File: src/rtl/component_register_ctrl_if.sv
// Request/response bundle shared by the two requesters of the component register block.
// Request side is valid/ready per requester; response side is valid/ready per requester.
// Read data and error are shared and qualified by the per-requester response valid.
interface component_register_ctrl_if;
  logic [1:0]       req_valid;
  logic [1:0]       req_ready;
  logic [1:0]       req_write;
  logic [1:0][3:0]  req_addr;
  logic [1:0][31:0] req_wdata;
  logic [1:0][3:0]  req_wstrb;
  logic [1:0]       resp_valid;
  logic [1:0]       resp_ready;
  logic [31:0]      resp_rdata;
  logic             resp_error;

  modport master (
    output req_valid, req_write, req_addr, req_wdata, req_wstrb, resp_ready,
    input  req_ready, resp_valid, resp_rdata, resp_error
  );

  modport slave (
    input  req_valid, req_write, req_addr, req_wdata, req_wstrb, resp_ready,
    output req_ready, resp_valid, resp_rdata, resp_error
  );
endinterface

File: src/rtl/component_register_ctrl.sv
// Round-robin access controller for the packed 64-bit component register block.
// Latency: request accepted at T, register and response visible at T+2.
// Backpressure: one transaction in flight; all requests stall until the response handshakes.
module component_register_ctrl #(
  parameter int                       REGISTER_BITS = 64,  // two 32-bit words
  parameter logic [REGISTER_BITS-1:0] READ_MASK     = '1,
  parameter logic [REGISTER_BITS-1:0] WRITE_MASK    = 64'hFFFF_FFFF_0000_0000,
  parameter logic [REGISTER_BITS-1:0] RESET_VALUE   = 64'h0040_1020_ABCD_1234
) (
  input  logic                     clk,
  input  logic                     rst,
  component_register_ctrl_if.slave bus,
  output logic [REGISTER_BITS-1:0] regs_out,
  output logic                     regs_update
);

  typedef enum logic [1:0] {
    ST_IDLE   = 2'd0,
    ST_ACCESS = 2'd1,
    ST_RESP   = 2'd2
  } state_t;

  state_t r_state;
  state_t w_state_nxt;

  // Captured request and arbitration history
  logic        r_last_grant;
  logic        r_gnt;
  logic        r_write;
  logic [3:0]  r_addr;
  logic [31:0] r_wdata;
  logic [3:0]  r_wstrb;

  // Register contents and registered response
  logic [REGISTER_BITS-1:0] r_regs;
  logic [31:0]              r_rdata;
  logic                     r_error;
  logic                     r_update;

  logic       w_grant_idx;
  logic       w_capture;
  logic [1:0] w_req_ready;
  logic [1:0] w_resp_valid;

  logic                     w_addr_ok;
  logic [5:0]               w_word_base;
  logic [31:0]              w_old_word;
  logic [31:0]              w_wmask_word;
  logic [31:0]              w_rmask_word;
  logic [31:0]              w_strb_bits;
  logic [31:0]              w_bit_en;
  logic [31:0]              w_new_word;
  logic [REGISTER_BITS-1:0] w_regs_nxt;

  // Round-robin pick: on contention the requester not served last wins
  always_comb begin
    w_grant_idx = 1'b0;
    if (bus.req_valid == 2'b11) begin
      w_grant_idx = ~r_last_grant;
    end else begin
      w_grant_idx = bus.req_valid[1];
    end
  end

  // Next-state and handshake decode; ready is withheld while reset is asserted
  always_comb begin
    w_state_nxt  = r_state;
    w_req_ready  = 2'b00;
    w_resp_valid = 2'b00;
    w_capture    = 1'b0;
    case (r_state)
      ST_IDLE: begin
        if ((|bus.req_valid) && !rst) begin
          w_req_ready[w_grant_idx] = 1'b1;
          w_capture                = 1'b1;
          w_state_nxt              = ST_ACCESS;
        end
      end
      ST_ACCESS: begin
        w_state_nxt = ST_RESP;
      end
      ST_RESP: begin
        w_resp_valid[r_gnt] = 1'b1;
        if (bus.resp_ready[r_gnt]) begin
          w_state_nxt = ST_IDLE;
        end
      end
      default: begin
        w_state_nxt = ST_IDLE;
      end
    endcase
  end

  // Word select and bit-level merge of write data under strobe and write mask
  always_comb begin
    w_addr_ok    = (r_addr[3:1] == 3'd0);
    w_word_base  = {r_addr[0], 5'd0};
    w_old_word   = r_regs[w_word_base +: 32];
    w_wmask_word = WRITE_MASK[w_word_base +: 32];
    w_rmask_word = READ_MASK[w_word_base +: 32];
    w_strb_bits  = {{8{r_wstrb[3]}}, {8{r_wstrb[2]}}, {8{r_wstrb[1]}}, {8{r_wstrb[0]}}};
    w_bit_en     = w_strb_bits & w_wmask_word;
    w_new_word   = (w_old_word & ~w_bit_en) | (r_wdata & w_bit_en);
    w_regs_nxt   = r_regs;
    w_regs_nxt[w_word_base +: 32] = w_new_word;
  end

  // FSM state register
  always_ff @(posedge clk) begin
    if (rst) begin
      r_state <= ST_IDLE;
    end else begin
      r_state <= w_state_nxt;
    end
  end

  // Capture the granted request; reset drops anything in flight
  always_ff @(posedge clk) begin
    if (rst) begin
      r_last_grant <= 1'b1;
      r_gnt        <= 1'b0;
      r_write      <= 1'b0;
      r_addr       <= 4'd0;
      r_wdata      <= 32'd0;
      r_wstrb      <= 4'd0;
    end else if (w_capture) begin
      r_last_grant <= w_grant_idx;
      r_gnt        <= w_grant_idx;
      r_write      <= bus.req_write[w_grant_idx];
      r_addr       <= bus.req_addr[w_grant_idx];
      r_wdata      <= bus.req_wdata[w_grant_idx];
      r_wstrb      <= bus.req_wstrb[w_grant_idx];
    end
  end

  // Perform the access in ACCESS; response fields then hold through RESP
  always_ff @(posedge clk) begin
    if (rst) begin
      r_regs   <= RESET_VALUE;
      r_rdata  <= 32'd0;
      r_error  <= 1'b0;
      r_update <= 1'b0;
    end else begin
      r_update <= 1'b0;
      if (r_state == ST_ACCESS) begin
        if (!w_addr_ok) begin
          r_rdata <= 32'd0;
          r_error <= 1'b1;
        end else if (r_write) begin
          r_rdata  <= 32'd0;
          r_error  <= 1'b0;
          r_regs   <= w_regs_nxt;
          r_update <= (w_regs_nxt != r_regs);
        end else begin
          r_rdata <= w_old_word & w_rmask_word;
          r_error <= 1'b0;
        end
      end
    end
  end

  assign bus.req_ready  = w_req_ready;
  assign bus.resp_valid = w_resp_valid;
  assign bus.resp_rdata = r_rdata;
  assign bus.resp_error = r_error;
  assign regs_out       = r_regs;
  assign regs_update    = r_update;

endmodule

File: src/flat_wrapper.sv
// flat-port wrapper written by rule: the top's interface ports become plain ports
module component_register_ctrl_flat 
#(
  parameter int                       REGISTER_BITS = 64,                     
  parameter logic [REGISTER_BITS-1:0] READ_MASK     = '1,
  parameter logic [REGISTER_BITS-1:0] WRITE_MASK    = 64'hFFFF_FFFF_0000_0000,
  parameter logic [REGISTER_BITS-1:0] RESET_VALUE   = 64'h0040_1020_ABCD_1234
)
  (clk, rst, regs_out, regs_update, bus_req_valid, bus_req_write, bus_req_addr, bus_req_wdata, bus_req_wstrb, bus_resp_ready, bus_req_ready, bus_resp_valid, bus_resp_rdata, bus_resp_error);
  component_register_ctrl_if bus_i ();
  input  logic clk;
  input  logic rst;
  output logic [REGISTER_BITS-1:0] regs_out;
  output logic regs_update;
  input wire logic [$bits(bus_i.req_valid)-1:0] bus_req_valid;
  input wire logic [$bits(bus_i.req_write)-1:0] bus_req_write;
  input wire logic [$bits(bus_i.req_addr)-1:0] bus_req_addr;
  input wire logic [$bits(bus_i.req_wdata)-1:0] bus_req_wdata;
  input wire logic [$bits(bus_i.req_wstrb)-1:0] bus_req_wstrb;
  input wire logic [$bits(bus_i.resp_ready)-1:0] bus_resp_ready;
  output wire logic [$bits(bus_i.req_ready)-1:0] bus_req_ready;
  output wire logic [$bits(bus_i.resp_valid)-1:0] bus_resp_valid;
  output wire logic [$bits(bus_i.resp_rdata)-1:0] bus_resp_rdata;
  output wire logic [$bits(bus_i.resp_error)-1:0] bus_resp_error;
  assign bus_i.req_valid = bus_req_valid;
  assign bus_i.req_write = bus_req_write;
  assign bus_i.req_addr = bus_req_addr;
  assign bus_i.req_wdata = bus_req_wdata;
  assign bus_i.req_wstrb = bus_req_wstrb;
  assign bus_i.resp_ready = bus_resp_ready;
  assign bus_req_ready = bus_i.req_ready;
  assign bus_resp_valid = bus_i.resp_valid;
  assign bus_resp_rdata = bus_i.resp_rdata;
  assign bus_resp_error = bus_i.resp_error;
  component_register_ctrl #(.REGISTER_BITS(REGISTER_BITS), .READ_MASK(READ_MASK), .WRITE_MASK(WRITE_MASK), .RESET_VALUE(RESET_VALUE)) u_core (.clk(clk), .rst(rst), .bus(bus_i), .regs_out(regs_out), .regs_update(regs_update));
endmodule
File: config.mk
export PLATFORM = sky130hd
export DESIGN_NAME = component_register_ctrl_flat
export DESIGN_NICKNAME = d
export VERILOG_FILES = /design/src/rtl/component_register_ctrl_if.sv /design/src/rtl/component_register_ctrl.sv /design/src/flat_wrapper.sv
export SDC_FILE = /design/constraint.sdc
export NUM_CORES = 1
export LEC_CHECK = 0
export ABC_AREA = 1
export BUFFER_PORTS_ARGS = -buffer_cell sky130_fd_sc_hd__buf_4
export CAP_MARGIN = 0
export CORE_MARGIN = 5
export CORE_UTILIZATION = 45
export CTS_BUF_LIST = sky130_fd_sc_hd__clkbuf_4 sky130_fd_sc_hd__clkbuf_8 sky130_fd_sc_hd__clkbuf_16
export DETAILED_ROUTE_END_ITERATION = 8
export PLACE_DENSITY = 0.79
export SYNTH_ARGS = -nofsm -noshare
export SYNTH_HDL_FRONTEND = slang
export SYNTH_SLANG_ARGS = --single-unit
File: constraint.sdc
create_clock -name clk -period 1.5 [get_ports clk]
set_clock_uncertainty 0.15 [all_clocks]
set_input_delay 0.15 -clock clk [delete_from_list [all_inputs] [get_ports clk]]
set_output_delay 0.15 -clock clk [all_outputs]
set_load 0.02 [all_outputs]
Word level (Yosys, flattened, before mapping). Cells that the tools add are included. W data, S select, Z words.

Register bits: 143. Bits in latches: 0. RAM bits: 0. Memory bits (read-only): 0. Input bits: 88. Output and inout bits: 102. Word-level logic and storage cells: 74. Memories kept: 0.

Add/sub/neg operators: 1. Multiply operators: 0. Divide/modulo/power cells: 0. Order comparisons: 4. Equal/unequal tests: 6. Shift-type cells: 5. Mux-type cells: 27. Bitwise logic cells: 10. Reductions and logical operators: 10.

Operator list (number): $and A32 B32 Y32 (4); $mux W32 (4); $shiftx A64 B7 Y32 const A (2); $bwmux W64 (1); $ne A64 B64 Y1 (1); $shift A32 B8 Y64 const A (1); $shiftx A32 B8 Y64 (1); $shiftx A64 B7 Y32 (1); $not A32 Y32 (1); $or A32 B32 Y32 (1); $mux W4 (4); $mux W1 (10); $mux W2 (5); $neg A6 Y8 (1); $pmux W2 S3 (1); $eq A2 B2 Y1 const B (2); $lt A1 B2 Y1 const B (2); $ne A2 B1 Y1 const B (2); $not A1 Y1 (4); $reduce_or A4 Y1 (1); $logic_and A1 B1 Y1 (3); $logic_not A3 Y1 (1); $reduce_and A3 Y1 (1); $demux W1 S1 (2); 6 further kinds (7).

Longest topological paths before layout. Gate-level depths: netlist of the first run.

Word-level depth: 8. Mapped depth: 12. Mapped depth without buffers: 10.

Least setup slack after synthesis of the first run. No wires, ideal clock.

Path kind: register to register. Start: register u_core.r_addr[0]. End: register u_core.r_regs[44] (netlist: u_core.regs_out[44]). Setup time: 0.134 ns. Arrival time: 1.208 ns. Data required time: 1.216 ns. Setup slack: 0.009 ns. Cell stages (with the launch flop): 8. Buffers on the path: 3. Clock period less this slack: 1.491 ns. Cells stage by stage: dfxtp_1 -> buf_4 -> buf_4 -> buf_2 -> o21ai_0 -> inv_1 -> o21ai_0 -> o221ai_1.

Longest elaborated chain between the ends: 7. Elaborated cells between the ends (all ways): 11. Classes of those cells: add/sub: 1; shift: 4; mux: 1; bitwise: 5.

RTL lines: start, declared (RTL line component_register_ctrl.sv:30) `logic [3:0] r_addr;`; start signal, assigned (RTL line component_register_ctrl.sv:130) `r_addr <= bus.req_addr[w_grant_idx];`; $shiftx A64 B7 Y32 (RTL line component_register_ctrl.sv:99) `w_wmask_word = WRITE_MASK[w_word_base +: 32];`; $and A32 B32 Y32 (RTL line component_register_ctrl.sv:102) `w_bit_en = w_strb_bits & w_wmask_word;`; $not A32 Y32 (RTL line component_register_ctrl.sv:103) `w_new_word = (w_old_word & ~w_bit_en) | (r_wdata & w_bit_en);`; $and A32 B32 Y32 (RTL line component_register_ctrl.sv:103); $or A32 B32 Y32 (RTL line component_register_ctrl.sv:103); $shiftx A32 B8 Y64 (RTL line component_register_ctrl.sv:105) `w_regs_nxt[w_word_base +: 32] = w_new_word;`; $bwmux W64 (*) (RTL line component_register_ctrl.sv:105); end signal, assigned (RTL line component_register_ctrl.sv:152) `r_regs <= w_regs_nxt;`; end, declared (RTL line component_register_ctrl.sv:35) `logic [REGISTER_BITS-1:0] r_regs;`.

Mark *: on every way between the ends. The rest lies on a longest branch, timed or not. A chain may end at the register's enable or synchronous reset.

Final worst setup path of the first run.
Start: register u_core.r_state[1]. End: register u_core.r_wdata[0].

Longest elaborated chain between the ends: 2.

RTL lines: start, declared (RTL line component_register_ctrl.sv:23) `state_t r_state;`; start signal, assigned (RTL line component_register_ctrl.sv:113) `r_state <= w_state_nxt;`; $logic_not A2 Y1 (RTL line component_register_ctrl.sv:71) `case (r_state)`; $mux W1 (RTL line component_register_ctrl.sv:71); end signal, assigned (RTL line component_register_ctrl.sv:131) `r_wdata <= bus.req_wdata[w_grant_idx];`; end, declared (RTL line component_register_ctrl.sv:31) `logic [31:0] r_wdata;`.

Every way passes these cells.

==> impl_metrics.tcl, run 1 <==
set metrics [dict create \
    outcome "complete, but fails checks" \
    violations "hold timing, setup timing" \
    htreeDepth 4 \
    clkTransAtPathRegs_ps 60 \
    grt-ovfl-total 0 \
    utilization 0.781 \
    required_ps 1700 \
    min_period_over_period 1.19 \
    die-area_um2 17100 \
    arrival_ps 1980 \
    p_comb_frac 0.189 \
    layout-drive-gt1-share 0.338 \
    dpl-instance-area_um2 8460 \
    final_hold_viol_count 1 \
    place_ws_ps -110 \
    drv_cap 0 \
    layout_commonest_cell "nand2_1" \
    design_area_um2 11300 \
    fin_nets 1363 \
    async_flop_share 0 \
    synth.largest_area_cell "dfxtp_1" \
    cts.sinks 143 \
    setup_violations 105 \
    antenna_found_initial 0 \
    synth-edff-count 0 \
    syn_inst 947 \
    vias 8128 \
    wirelength_um 27700 \
    p_sw_frac 0.264 \
    synth_top_area_share 0.437 \
    clk_path_buf_depth 2 \
    drc_errors 0 \
    tightest_slew_ps 419 \
    start_util 0.455 \
    timing.hold.worst.class "in -> reg" \
    grtUsageTotal 0.302 \
    worstReg2RegStart "u_core.r_state[1]$_SDFFE_PP0P_" \
    grt_max_degree 76 \
    fp-row-count 44 \
    syn_avg_cell_area_um2 6.92 \
    worstSetupPathType "reg -> reg" \
    final_antenna_net_count 0 \
    setup.worst_path.end_class "flip-flop" \
    internal_power_w 0.00781 \
    hp-start "bus_req_valid[1]" \
    yosysWarnings 0 \
    layout_common_cells "259 x nand2_1, 236 x buf_4, 137 x dfxtp_1" \
    die_h_um 131 \
    syn_nets 1035 \
    clk_latency_ps 430 \
    worst_slack_ps -288 \
    ys_types 29 \
    cts_root_buffer "clkbuf_16" \
    synth_area_um2 6560 \
    period_needed_ps 1790 \
    power_density_nw_per_um2 941 \
    routedWlPerCell_um 18.8 \
    diodes 0 \
    worstSetupStartpoint "u_core.r_state[1]$_SDFFE_PP0P_" \
    coreArea_um2 14400 \
    fillers 920 \
    pwr-share-clk 0.425 \
    gp_congestion 0.923 \
    maxSlewViolCount 0 \
    p_sw_w 0.00280 \
    die_x_um 131 \
    port_buffers 189 \
    numCtsBuffers 17 \
    clock.fmax_ghz 0.559 \
    tns_ps -16250 \
    ios 190 \
    grt_pass1_vias 7711 \
    fin_hold_ws_ps -20.6 \
    cts_tree "done" \
    drt_pass1_iterations 5 \
    max_slew_margin 0.720 \
    ys_seq_area_frac 0.437 \
    vdd_ir_drop_max_v 0.000944 \
    synth_area_leaders "dfxtp_1 44%, nand2_1 17%, inv_1 6.1%, a21oi_1 4.7%, o21ai_0 4.0%" \
    dp_hpwl_um 14700 \
    synth-main-ff-cell "dfxtp_1" \
    drtIter0Drc 900 \
    cts_hold_buf 84 \
    area_delta_synth_final_pct 71.9 \
    rsz0062_at_grt "yes" \
    ys_ff_latch 143 \
    seqPwrFrac 0.386 \
    start_kind "flip-flop" \
    viasPerCell 5.52 \
    crit_path_max_fanout 6 \
    grt_pass1_wl_um 40200 \
    leakage_nw 4.91 \
]
critical path, cell delays in order, from the launching register on:
cell	delay, ps
dfxtp_2	340
nor2_4	130
nand2_4	120
a21oi_4	210
buf_12	140
buf_6	100
buf_12	140
buf_8	120
nand2_1	80
a31oi_1	170
logic make-up after synthesis:
logic type | after synthesis | share of synthesized area
and+or+nand+nor | 425 | 0.269
AOI/OAI and AO/OA | 200 | 0.180
buffers and inverters | 179 | 0.115
DFF | 143 | 0.437
metal layers:
layer | GRT usage | part of all wire | up-vias
met3 | 0.0772 | 0.087 | 85
met2 | 0.507 | 0.49 | 451
li1 | - | - | 3783
met4 | 0.123 | 0.037 | 0
met5 | 0 | 0 | -
met1 | 0.370 | 0.39 | 3809
what timing repair did:
item / in CTS / in global routing
gates cloned: 11 / 2
endpoints found under the hold margin: 43 / 1
pin swaps: 49 / 30
resized for setup: 139 / 72
endpoints found under the setup margin: 79 / 112
buffers inserted: 29 / 4
state kept, by name (all words and copies together), names as in the netlist:
name and count:
u_core.regs_update 1, u_core.r_wdata 32, u_core.r_state 2, u_core.r_addr 4, u_core.r_last_grant 1, u_core.r_wstrb 4, u_core.regs_out 64, u_core.bus.resp_error 1
u_core.r_write 1, u_core.bus.resp_rdata 32, u_core.r_gnt 1
worst paths after layout:
kind / end / slack (ps) / depth (start not counted)
worst min-delay path: u_core.r_last_grant$_SDFFE_PP1P_ / -20 / 3
worst max register to register: u_core.r_wdata[0]$_SDFFE_PP0P_ / -290 / 9
worst max-delay path: u_core.r_wdata[0]$_SDFFE_PP0P_ / -290 / 9
worst min register to register: u_core.regs_out[3]$_SDFFE_PP0P_ / 290 / 2
synth_stat cells, types with 5 or more instances:
cell type	n
a21oi_1	61
a31oi_1	41
buf_2	27
buf_4	11
clkbuf_1	22
dfxtp_1	143
inv_1	107
inv_2	6
nand2_1	290
nand2_2	5
nand3_1	16
nand4_1	41
nor2_1	67
o21ai_0	53
o21ai_1	10
o32ai_1	26
area by class of cell:
cell class / count / area, um^2 / share of cell area
Clock buffer: 22 / 505 / 0.0448
Clock inverter: 10 / 130 / 0.0115
Inverter: 114 / 450 / 0.0400
Multi-Input combinational cell: 625 / 3500 / 0.311
Sequential cell: 143 / 2880 / 0.255
Tap cell: 184 / 230 / 0.0204
Timing Repair Buffer: 374 / 3580 / 0.317
through the flow:
step	total power [W]	std cells
after global routing	0.0109	1472
after floorplan	0.00480	947
after detailed placement	0.00540	1314
after global placement	0.00538	1314
final	0.0106	1472
after CTS	0.0104	1467
power by group through the flow:
stage               Combinational, W  Sequential [W]  Clock (W)
finish                       0.00200         0.00409    0.00451
global route                 0.00212         0.00410    0.00472
CTS                          0.00179         0.00407    0.00451
detailed placement           0.00125         0.00415          0
global placement             0.00124         0.00415          0
floorplan                   0.000631         0.00416          0
Power figures use the tool's default switching activity.
==> run 2: changes to the inputs <==
ABC_AREA = unset   (was 1)
PLACE_DENSITY = 0.8   (was 0.79)
==> run 2 against run 1 <==
Effect of this change: global-route usage down 2.0 points; worst hold slack better by 17 ps; the run still ends with hold timing, setup timing left; combinational power is 12% higher; maximum frequency fell by 6.8%; worst setup slack got worse by 130 ps; critical path type is now reg -> out; final area down 2.5%.
==> impl_metrics.tcl, run 2 <==
set metrics [dict create \
    clk_path_buf_depth 2 \
    routedWlPerCell_um 21.9 \
    coreArea_um2 13200 \
    final_antenna_net_count 0 \
    clk_latency_ps 430 \
    ys_seq_area_frac 0.471 \
    power_density_nw_per_um2 1010 \
    utilization 0.830 \
    largest_reg_flops 64 \
    ys_types 44 \
    cts_root_buffer "clkbuf_16" \
    vias 6395 \
    period_needed_ps 1920 \
    required_ps 1200 \
    wirelength_um 25200 \
    synth_common_cells "143 x dfxtp_1, 79 x nor2_1, 43 x nand2_1" \
    min_period_over_period 1.28 \
    setup_violations 113 \
    clock.fmax_ghz 0.521 \
    grt_pass1_wl_um 35600 \
    numCtsBuffers 17 \
    synth-main-ff-cell "dfxtp_1" \
    grt_pass1_vias 6620 \
    layout_commonest_cell "buf_4" \
    worstSetupPathType "reg -> out" \
    max_slew_margin 0.697 \
    ios 190 \
    viasPerCell 5.54 \
    port_buffers 189 \
    maxSlewViolCount 0 \
    worst_slack_ps -418 \
    synth_most_common_cell "dfxtp_1" \
    synth_area_leaders "dfxtp_1 47%, mux2i_1 6.9%, a211oi_2 6.2%, mux2_2 5.9%, nor2_1 4.9%" \
    syn_nets 712 \
    dp_hpwl_um 12800 \
    grt_max_degree 72 \
    outcome "complete, but fails checks" \
    area_delta_synth_final_pct 80.8 \
    leakage_nw 4.49 \
    async_flop_share 0 \
    setup.worst_path.end_class "primary output" \
    cts_tree "done" \
    drt_pass1_iterations 7 \
    synth_area_um2 6080 \
    fp-row-count 42 \
    ys_ff_latch 143 \
    drtIter0Drc 454 \
    fin_nets 1053 \
    worstReg2RegStart "u_core.r_state[0]$_SDFFE_PP0P_" \
    rrSetupSlack_ps -380 \
    grtUsageTotal 0.283 \
    fin_hold_ws_ps -3.25 \
    die_h_um 126 \
    htreeDepth 4 \
    yosysWarnings 0 \
    cts.sinks 143 \
    drv_cap 0 \
    synth.largest_area_cell "dfxtp_1" \
    layout_common_cells "249 x buf_4, 129 x dfxtp_1, 64 x dlygate4sd3_1" \
    rsz0062_at_grt "yes" \
    crit_path_max_fanout 2 \
    die_x_um 126 \
    layout-drive-gt1-share 0.597 \
    design_area_um2 11000 \
    gp_congestion 0.887 \
    reg2reg_to "u_core.r_addr[2]$_SDFFE_PP0P_" \
    syn_avg_cell_area_um2 9.74 \
    synth-edff-count 0 \
    min_path_cells 3 \
    arrival_ps 1620 \
    drc_errors 0 \
    hold_end "u_core.r_wdata[20]$_SDFFE_PP0P_" \
    timing.hold.worst.class "in -> reg" \
    vdd_ir_drop_max_v 0.00114 \
    hp-start "bus_req_wdata[20]" \
    dpl-instance-area_um2 8310 \
    syn_inst 624 \
    grt-ovfl-total 0 \
    start_kind "flip-flop" \
    tightest_slew_ps 454 \
    final_hold_viol_count 1 \
    synth_top_area_share 0.471 \
    place_ws_ps -212 \
    clkTransAtPathRegs_ps 60 \
    r2r.worst_path.cells 7 \
    antenna_found_initial 0 \
    start_util 0.459 \
    diodes 0 \
    violations "hold timing, setup timing" \
    fillers 699 \
    die-area_um2 15900 \
]
## run 2: worst max-delay path, cell delays in order, from the launching register on
cell and delay [ps]:
dfxtp_2 320, or4_4 540, buf_6 150, nor2_4 70, buf_6 120
## run 2: worst max path at each step
stage | start | endpoint | cells past startpoint
2_1_floorplan | u_core.r_state[0]$_SDFFE_PP0P_ | u_core.r_wdata[25]$_SDFFE_PP0P_ | 6
3_3_place_gp | u_core.r_state[0]$_SDFFE_PP0P_ | u_core.r_wdata[1]$_SDFFE_PP0P_ | 5
3_5_place_dp | u_core.r_state[0]$_SDFFE_PP0P_ | u_core.r_wdata[8]$_SDFFE_PP0P_ | 5
4_1_cts | u_core.r_state[0]$_SDFFE_PP0P_ | bus_req_ready[0] | 4
5_1_grt | u_core.r_state[0]$_SDFFE_PP0P_ | bus_req_ready[0] | 4
6_report | u_core.r_state[0]$_SDFFE_PP0P_ | bus_req_ready[0] | 4
## run 2: layout make-up
type / instances / area [um^2] / share of cell area
clock buffer: 23 / 508 / 0.0462
clock inverter: 9 / 151 / 0.0138
inverter: 14 / 57.6 / 0.00524
multi-input combinational: 419 / 3660 / 0.333
sequential: 143 / 2890 / 0.263
tap: 176 / 220 / 0.0200
timing repair buffer: 370 / 3500 / 0.318
## run 2: power by group
part / leakage [nW] / total, W / switching (W) / internal (W)
combinational: 3.00 / 0.00224 / 0.00106 / 0.00118
clock: 0.322 / 0.00470 / 0.00166 / 0.00305
sequential: 1.17 / 0.00414 / 0.000188 / 0.00395
## run 2: logic make-up (layout without fill, tap and decap cells)
group / after synthesis / after routing / share of synthesized area
simple gates: 200 / 200 / 0.154
flops: 143 / 143 / 0.471
compound gates: 126 / 126 / 0.170
mux: 74 / 74 / 0.128
buf+inv: 62 / 416 / 0.0490
xor+xnor: 19 / 19 / 0.0274
## run 2: repair_timing
item | 4_1_cts | 5_1_grt
buffers inserted | 17 | 9
hold buffers | 62 | 2
endpoints found under the setup margin | 111 | 113
pin swaps | 76 | 83
hold endpoints to repair | 33 | 1
resized for setup | 114 | 119
cloned | 10 | 2
## run 2: metrics by stage
step | cells | setup TNS (ps) | total power, W | hold slack, ps
after global routing | 1154 | -28200 | 0.0114 | 16.7
final | 1154 | -21830 | 0.0111 | -3.25
after floorplan | 624 | -4510 | 0.00499 | 219
after CTS | 1147 | -19900 | 0.0108 | 0.139
after detailed placement | 1027 | -11190 | 0.00559 | 308
after global placement | 1027 | -7790 | 0.00556 | 301
## run 2: routing by layer
layer,up-vias,track usage,part of all wire,routed length (um)
li1,2882,-,-,-
met1,3122,0.319,0.36,9140
met2,299,0.499,0.52,13100
met3,92,0.0868,0.078,1970
met4,0,0.109,0.042,1060
met5,-,0,0,0
==> run 3: changes to the inputs <==
CTS_BUF_LIST = sky130_fd_sc_hd__clkbuf_16   (was sky130_fd_sc_hd__clkbuf_4 sky130_fd_sc_hd__clkbuf_8 sky130_fd_sc_hd__clkbuf_16)
==> run 3 against run 2 <==
Effect of this change: the run ends with setup timing left; critical path depth is the same; worst setup slack worse by 3.8 ps; clock-buffer cell count is 6 lower; cell count rose by 0.17%; non-clock buffer count rose by 2; maximum frequency shrank 0.20%; core utilization is 1.1 points lower; register-to-register slack got worse by 30 ps; wire length grew 0.48%; die area is the same; first-iteration DRC count grew 16%; worst hold slack improved by 17 ps; critical path type unchanged; critical endpoint is now bus_req_ready[1].
==> impl_metrics.tcl, run 3 (synthesis gave the netlist of run 2 again) <==
set metrics [dict create \
    outcome "complete, but fails checks" \
    violations "setup timing" \
    worstSetupPathType "reg -> out" \
    tightest_slew_ps 474 \
    worstReg2RegStart "u_core.r_state[0]$_SDFFE_PP0P_" \
    design_area_um2 10800 \
    crit_family "simple AND/OR/NAND/NOR gates" \
    worst-path-buf-inv 2 \
    start_util 0.459 \
    clk_path_buf_depth 2 \
    die_x_um 126 \
    ios 190 \
    viasPerCell 5.57 \
    coreArea_um2 13200 \
    diodes 0 \
    port_buffers 189 \
    maxSlewViolCount 0 \
    r2r.worst_path.cells 7 \
    final_antenna_net_count 0 \
    worstSetupStartpoint "u_core.r_state[0]$_SDFFE_PP0P_" \
    instances_no_fill 1156 \
    cts_root_buffer "clkbuf_16" \
    layout_commonest_cell "buf_4" \
    fillers 736 \
    fin_hold_ws_ps 13.9 \
    seq_area_um2 2890 \
    vdd_ir_drop_max_v 0.00101 \
    routedWlPerCell_um 21.9 \
    worst_slack_ps -421 \
    grt_pass1_wl_um 35700 \
    place_ws_ps -212 \
    clock.fmax_ghz 0.520 \
    drc_errors 0 \
    multi_input_area_um2 3580 \
    fp-row-count 42 \
    htreeDepth 4 \
    leakage_nw 4.46 \
    max_slew_margin 0.684 \
    start_kind "flip-flop" \
    power_density_nw_per_um2 993 \
    required_ps 1200 \
    drt_pass1_iterations 7 \
    layout-drive-gt1-share 0.567 \
    period_needed_ps 1920 \
    largest_reg_flops 64 \
    fin_nets 1055 \
    crit_path_max_fanout 2 \
    cts.sinks 143 \
    slowest_delay_ps 530 \
    post-place-cells 1027 \
    drtIter0Drc 527 \
    numCtsBuffers 17 \
    path_cells "or4_4, clkinv_4, and2_4, buf_6" \
    final_hold_viol_count 0 \
    endpoint "bus_req_ready[1]" \
    grt-ovfl-total 0 \
    area_delta_synth_final_pct 78.3 \
    dp_hpwl_um 12800 \
    timing.hold.worst.class "in -> reg" \
    setup.worst_path.end_class "primary output" \
    worstSetupPathDepth 4 \
    gp_congestion 0.887 \
    wirelength_um 25400 \
    clk_latency_ps 430 \
    die-area_um2 15900 \
    cts_tree "done" \
    layout_common_cells "252 x buf_4, 129 x dfxtp_1, 67 x dlygate4sd3_1" \
    dpl-instance-area_um2 8310 \
    setup_violations 113 \
    crit_slowest_cell "or4_4" \
    clkTransAtPathRegs_ps 60 \
    arrival_ps 1620 \
    grt_pass1_vias 6763 \
    antenna_found_initial 0 \
    rrSetupSlack_ps -410 \
    min_period_over_period 1.28 \
    grt_max_degree 72 \
    vias 6438 \
    reg2reg_to "u_core.r_wdata[6]$_SDFFE_PP0P_" \
    rsz0062_at_grt "yes" \
    die_h_um 126 \
    grtUsageTotal 0.285 \
    drv_cap 0 \
]
-- run 3: changes by cell type in the layout (fill, tap and decap cells not counted), moves of 3 or more --
cell | previous run | this run
nand2_1 | 15 | 27
nand2_2 | 15 | 10
nand3_4 | 1 | 5
dlygate4sd3_1 | 64 | 67
clkinv_1 | 0 | 6
nand2_4 | 11 | 6
clkbuf_8 | 6 | 0
nor2_1 | 54 | 64
buf_4 | 249 | 252
nor2_2 | 19 | 8
-- run 3: area by class of cell --
cell class / count / area share
well taps: 176 / 0.0203
clock inverters: 15 / 0.0161
repair buffers: 372 / 0.321
inverters: 14 / 0.00531
flip-flops and latches: 143 / 0.267
multi-input cells: 419 / 0.331
clock buffers: 17 / 0.0393
-- run 3: what timing repair did --
item                                    CTS  global route
buffers inserted                         14             8
resized for setup                       114            87
hold endpoints to repair                 35             0
gates cloned                             12             2
hold buffers                             67             0
endpoints found under the setup margin  111           113
pin swaps                                92            81
-- run 3: per-layer routing --
| layer | part of all wire | GRT usage | routed length [um] | vias to the layer above |
|---|---|---|---|---|
| li1 | - | - | - | 2898 |
| met1 | 0.36 | 0.314 | 9240 | 3128 |
| met2 | 0.52 | 0.512 | 13200 | 328 |
| met3 | 0.069 | 0.0830 | 1750 | 84 |
| met4 | 0.048 | 0.117 | 1220 | 0 |
| met5 | 0 | 0 | 0 | - |
-- run 3: how the worst min path moves through the flow --
stage / cells after the start / slack, ps / startpoint / to
after floorplan: 3 / 220 / bus_resp_ready[0] / u_core.r_state[1]$_SDFFE_PP0P_
after global placement: 1 / 300 / u_core.regs_out[25]$_SDFFE_PP1P_ / u_core.regs_out[25]$_SDFFE_PP1P_
after detailed placement: 1 / 310 / u_core.regs_out[2]$_SDFFE_PP1P_ / u_core.regs_out[2]$_SDFFE_PP1P_
after CTS: 3 / 0.4 / bus_req_wstrb[7] / u_core.r_wstrb[3]$_SDFFE_PP0P_
after global routing: 3 / 10 / bus_req_wdata[0] / u_core.r_wdata[0]$_SDFFE_PP0P_
final: 3 / 10 / bus_req_wdata[5] / u_core.r_wdata[5]$_SDFFE_PP0P_
-- run 3: power breakdown --
part           total (W)  switching, W  leakage (nW)  internal, W
registers        0.00413      0.000180          1.17      0.00395
clock network    0.00436       0.00163         0.288      0.00274
logic            0.00226       0.00109          3.00      0.00117
total             0.0108       0.00289          4.46      0.00786
-- run 3: worst register-to-register path, cell delays in order (launching register included) --
cell,delay (ps)
dfxtp_2,320
or4_4,530
clkinv_4,100
buf_6,120
buf_16,150
buf_16,130
nor2_1,90
a211oi_2,230
-- run 3: stage by stage --
step / utilization / setup TNS, ps / power, W
after floorplan: - / -4510 / 0.00499
after global placement: 0.627 / -7790 / 0.00556
after detailed placement: 0.627 / -11190 / 0.00559
after CTS: 0.790 / -19050 / 0.0105
after global routing: 0.818 / -32640 / 0.0111
final: 0.818 / -27970 / 0.0108
